**src/rtl/l2_arbiter.sv**
```systemverilog
// l2_arbiter: two-port (icache/dcache) arbiter in front of a shared L2.
// A registered FSM owns the grant; the downstream request path and the
// upstream response path are steered combinationally by the current owner.
// Ownership is kept across beats so multi-word fills/writebacks are not
// interleaved, but is forcibly released after MAX_HOLD fulfilled beats
// when the other port is waiting.

package l2_arbiter_pkg;
    typedef enum logic [1:0] {
        MEM_LOAD  = 2'd0,
        MEM_STORE = 2'd1,
        MEM_FLUSH = 2'd2
    } memory_operation_e;
endpackage

module l2_arbiter
    import l2_arbiter_pkg::*;
#(
    parameter int XLEN     = 32,
    parameter int MAX_HOLD = 8
) (
    input  logic              clk,
    input  logic              reset,

    input  logic [XLEN-1:0]   req0_address,
    input  memory_operation_e req0_type,
    input  logic              req0_valid,
    input  logic [XLEN-1:0]   req0_word_to_store,
    output logic [XLEN-1:0]   req0_fetched_word,
    output logic              req0_fulfilled,

    input  logic [XLEN-1:0]   req1_address,
    input  memory_operation_e req1_type,
    input  logic              req1_valid,
    input  logic [XLEN-1:0]   req1_word_to_store,
    output logic [XLEN-1:0]   req1_fetched_word,
    output logic              req1_fulfilled,

    output logic [XLEN-1:0]   l2_req_address,
    output memory_operation_e l2_req_type,
    output logic              l2_req_valid,
    output logic [XLEN-1:0]   l2_word_to_store,
    input  logic [XLEN-1:0]   l2_fetched_word,
    input  logic              l2_req_fulfilled,

    output logic [1:0]        grant
);

    localparam int BEAT_W = $clog2(MAX_HOLD) + 1;
    localparam logic [BEAT_W-1:0] HOLD_LIMIT = BEAT_W'(MAX_HOLD);

    typedef enum logic [1:0] {
        IDLE   = 2'd0,
        GRANT0 = 2'd1,
        GRANT1 = 2'd2
    } state_e;

    state_e              state_q, state_d;
    logic                rr_q, rr_d;
    logic [BEAT_W-1:0]   beat_q, beat_d;
    logic [BEAT_W-1:0]   beat_inc;

    logic [1:0]          fulfilled_vec;
    logic [XLEN-1:0]     fetched_vec [2];

    // State, priority pointer and beat counter registers.
    always_ff @(posedge clk) begin
        if (reset) begin
            state_q <= IDLE;
            rr_q    <= 1'b0;
            beat_q  <= '0;
        end else begin
            state_q <= state_d;
            rr_q    <= rr_d;
            beat_q  <= beat_d;
        end
    end

    // Next-state: arbitrate from IDLE, hold ownership, release on drop or hold limit.
    always_comb begin
        state_d  = state_q;
        rr_d     = rr_q;
        beat_d   = beat_q;
        beat_inc = beat_q + 1'b1;
        case (state_q)
            IDLE: begin
                // Counter is zero on entry to any grant state.
                beat_d = '0;
                if (req0_valid && req1_valid) begin
                    state_d = rr_q ? GRANT1 : GRANT0;
                end else if (req0_valid) begin
                    state_d = GRANT0;
                end else if (req1_valid) begin
                    state_d = GRANT1;
                end
            end
            GRANT0: begin
                if (!req0_valid) begin
                    state_d = IDLE;
                    rr_d    = 1'b1;
                end else if (l2_req_fulfilled) begin
                    beat_d = beat_inc;
                    if (req1_valid && (beat_inc == HOLD_LIMIT)) begin
                        state_d = IDLE;
                        rr_d    = 1'b1;
                    end
                end
            end
            GRANT1: begin
                if (!req1_valid) begin
                    state_d = IDLE;
                    rr_d    = 1'b0;
                end else if (l2_req_fulfilled) begin
                    beat_d = beat_inc;
                    if (req0_valid && (beat_inc == HOLD_LIMIT)) begin
                        state_d = IDLE;
                        rr_d    = 1'b0;
                    end
                end
            end
            default: begin
                state_d = IDLE;
            end
        endcase
    end

    // Owner decode; masked while reset is high so an in-flight request is
    // abandoned without forwarding a fulfilled pulse in the reset cycle.
    always_comb begin
        grant = 2'b00;
        if (!reset) begin
            grant[0] = (state_q == GRANT0);
            grant[1] = (state_q == GRANT1);
        end
    end

    // Downstream request mux: owner's inputs pass through, zeros when idle.
    always_comb begin
        l2_req_address   = '0;
        l2_req_type      = MEM_LOAD;
        l2_req_valid     = 1'b0;
        l2_word_to_store = '0;
        if (grant[0]) begin
            l2_req_address   = req0_address;
            l2_req_type      = req0_type;
            l2_req_valid     = req0_valid;
            l2_word_to_store = req0_word_to_store;
        end else if (grant[1]) begin
            l2_req_address   = req1_address;
            l2_req_type      = req1_type;
            l2_req_valid     = req1_valid;
            l2_word_to_store = req1_word_to_store;
        end
    end

    // Upstream response steering: only the owner sees the L2 response.
    generate
        for (genvar gi = 0; gi < 2; gi++) begin : g_resp
            assign fulfilled_vec[gi] = grant[gi] & l2_req_fulfilled;
            assign fetched_vec[gi]   = grant[gi] ? l2_fetched_word : '0;
        end
    endgenerate

    assign req0_fulfilled    = fulfilled_vec[0];
    assign req1_fulfilled    = fulfilled_vec[1];
    assign req0_fetched_word = fetched_vec[0];
    assign req1_fetched_word = fetched_vec[1];

endmodule
```
**config.mk**
```make
export PLATFORM = sky130hd
export DESIGN_NAME = l2_arbiter
export DESIGN_NICKNAME = d
export VERILOG_FILES = /design/src/rtl/l2_arbiter.sv
export SDC_FILE = /design/constraint.sdc
export NUM_CORES = 1
export LEC_CHECK = 0
export CORE_AREA = 3 3 116 118
export CTS_CLUSTER_DIAMETER = 30
export DETAILED_ROUTE_END_ITERATION = 12
export DIE_AREA = 0 0 119 121
export GPL_TIMING_DRIVEN = 0
export PLACE_DENSITY = 0.56
export SKIP_CTS_REPAIR_TIMING = 1
export SYNTH_ARGS = -nofsm -noshare
export SYNTH_HDL_FRONTEND = slang
export SYNTH_SLANG_ARGS = --single-unit
```
**constraint.sdc**
```tcl
create_clock -name clk -period 1.6 [get_ports clk]
set_input_delay 0.24 -clock clk [delete_from_list [all_inputs] [get_ports clk]]
set_output_delay 0.24 -clock clk [all_outputs]
set_load 0.02 [all_outputs]
```
==> results.json <==
{
  "startpoint_type": "flip-flop",
  "dp_hpwl_microns": 10900,
  "path_clk_slew_ps": 40,
  "ys_types": 28,
  "power-per-cell-area_mw_per_mm2": 573,
  "place.port_buffers": 303,
  "fin_util_pct": 50.3,
  "drt_wl_total_microns": 13400,
  "core_area_sq_mm": 0.0126,
  "cts-root-buf": "clkbuf_16",
  "cts.sinks": 7,
  "relSlewSlack_pct": 72.3,
  "grt-ovfl-total": 0,
  "postSynth.asyncResetShare_pct": 0,
  "grt_max_degree": 11,
  "setup_ws_ps": -462,
  "area_delta_synth_final_pct": 285,
  "ant_nets": 0,
  "placed_cells": 692,
  "synth_area_leaders": "a22o_1 35%, and2_1 25%, dfxtp_1 8.5%",
  "setup_tns_ps": -45100,
  "wire_per_inst_microns": 18.6,
  "power.leakage_nw": 2.97,
  "diodes": 0,
  "end_kind": "primary output",
  "cp_max_fo": 7,
  "fin_nets": 724,
  "fin_skew_ps": 3.91,
  "setup_viol": 139,
  "track_usage_pct": 16.0,
  "ir_drop_v": 0.000466,
  "finalHoldViolCount": 0,
  "num_rows": 41,
  "dieWidth_microns": 119,
  "drtIter0Drc": 66,
  "instances_no_fill": 721,
  "syn_area_sq_mm": 0.00164,
  "drc_errors": 0,
  "ys_ff_latch": 7,
  "ctsHtreeMaxLevel": 1,
  "syn_inst": 217,
  "numCtsBuffers": 3,
  "period_share_pct": 129,
  "critPathArrivalTime_ps": 1820,
  "die_y_microns": 121,
  "yosysTopAreaCell": "a22o_1",
  "avgSynthCellArea_sq_um": 7.57,
  "failed_checks": "negative setup slack",
  "antenna_found_initial": 0,
  "cp_data_required_time_ps": 1360,
  "num-fill-cells": 1211,
  "clock_path_buffers": 2,
  "status": "finished, violations left",
  "rsz0062_at_grt": "yes",
  "ios": 304,
  "maxCapViolCount": 0,
  "grt_pass1_wl_microns": 18200,
  "seq_area_frac_synth_pct": 8.53,
  "clk-insertion-delay-late_ps": 240,
  "synth_common_cells": "66 x a22o_1, 66 x and2_1, 11 x buf_2",
  "synth_edf_count": 0,
  "grt_pass1_vias": 2953,
  "period_needed_ps": 2060,
  "dr.pass1.iters": 4,
  "drive_above_1_share_pct": 57.6,
  "synth_warnings": 0,
  "syn_nets": 391,
  "fmax_mhz": 485,
  "dieArea_sq_mm": 0.0144,
  "criticalPathCategory": "flip-flop to primary output",
  "routed_via_density": 4.19,
  "slew_violations": 0,
  "initial_core_util_pct": 13.1,
  "worstMarginPinSlew_ps": 415,
  "synth_flop_cell": "dfxtp_1",
  "min_path_type": "flip-flop to flip-flop",
  "gp_congestion": 0.785,
  "synth_top_area_share_pct": 35.2,
  "total_power_mw": 3.62,
  "cts_tree": "yes",
  "vias": 3018
}
sequential cells by signal, summed over array words and instances, names as in the netlist:
register  count
beat_q        4
rr_q          1
state_q       2
layout by cell type (no fill, tap or decap), types with 2 or more instances in the layout:
cell	n
inv_4	2
a22o_1	11
and2b_4	2
nor2_1	5
buf_4	11
a22o_4	55
and2_2	6
nor2b_1	3
ha_1	2
buf_2	2
nand2_1	7
and2_1	3
and2_4	57
ha_4	3
clkdlybuf4s50_1	166
dlymetal6s2s_1	5
clkbuf_1	2
o21ai_2	3
mux2i_1	4
buf_12	10
buf_8	5
a21oi_1	3
nand2b_1	5
clkbuf_16	10
clkbuf_2	13
nand3_1	3
buf_6	130
dfxtp_1	5
layer usage:
metal / GRT usage (%) / wire length [microns] / part of all wire [%]
met5: 0 / 0 / 0
met4: 3.48 / 184 / 1.4
met3: 4.62 / 938 / 7.0
met2: 28.9 / 7260 / 54
met1: 18.7 / 5050 / 38
cell families (layout without fill, tap and decap cells):
group	count (synthesis)	count (layout)	share of synthesized area, %
multiplexers	5	5	3.12
XOR/XNOR	2	2	1.07
AO/OA/AOI/OAI	77	77	39.8
buffers and inverters	26	358	9.06
flip-flops	7	7	8.53
AND/OR/NAND/NOR	95	95	34.7
adder cells (fa/ha/maj)	5	5	3.81
per-stage QoR:
stage	area [sq um]	setup WS, ps	hold slack [ps]
after floorplan	2200	-30.7	386
after global placement	5450	-949	452
after detailed placement	5450	-950	459
after CTS	5520	-1210	463
after global routing	6320	-504	485
final	6320	-462	461
final cells by class:
class                   count  area [sq um]  area share, %
plain buffers              22           327           5.17
well taps                 172           215           3.40
clock buffers               4          78.8           1.25
flip-flops and latches      7           145           2.30
multi-input cells         184          2060           32.6
repair buffers            328          3470           54.9
inverters                   4          20.0          0.317
worst max-delay path, stage by stage, from the launching register on:
cell	delay, ps
dfxtp_4	360
inv_4	40
ha_4	160
and2b_4	170
and2b_4	200
buf_12	160
clkbuf_16	160
a22o_4	220
buf_6	130
path summary, 6_finish.rpt:
| path | start | endpoint | slack (ps) | cells after the start |
|---|---|---|---|---|
| worst min register to register | beat_q[3]$_SDFFE_PP0P_ | beat_q[3]$_SDFFE_PP0P_ | 460 | 2 |
| worst max register to register | state_q[0]$_SDFFE_PP0P_ | rr_q$_SDFFE_PP0P_ | -90 | 8 |
| worst min-delay path | beat_q[3]$_SDFFE_PP0P_ | beat_q[3]$_SDFFE_PP0P_ | 460 | 2 |
| worst max-delay path | state_q[0]$_SDFFE_PP0P_ | l2_word_to_store[29] | -460 | 8 |
power breakdown:
group          internal [mW]  total [mW]  switching, mW  leakage [nW]
logic                   1.74        2.96           1.21          2.87
clock network          0.332       0.434          0.102        0.0382
registers              0.204       0.231         0.0263        0.0581
total                   2.28        3.62           1.34          2.97
(Power assumes the default switching activity.)
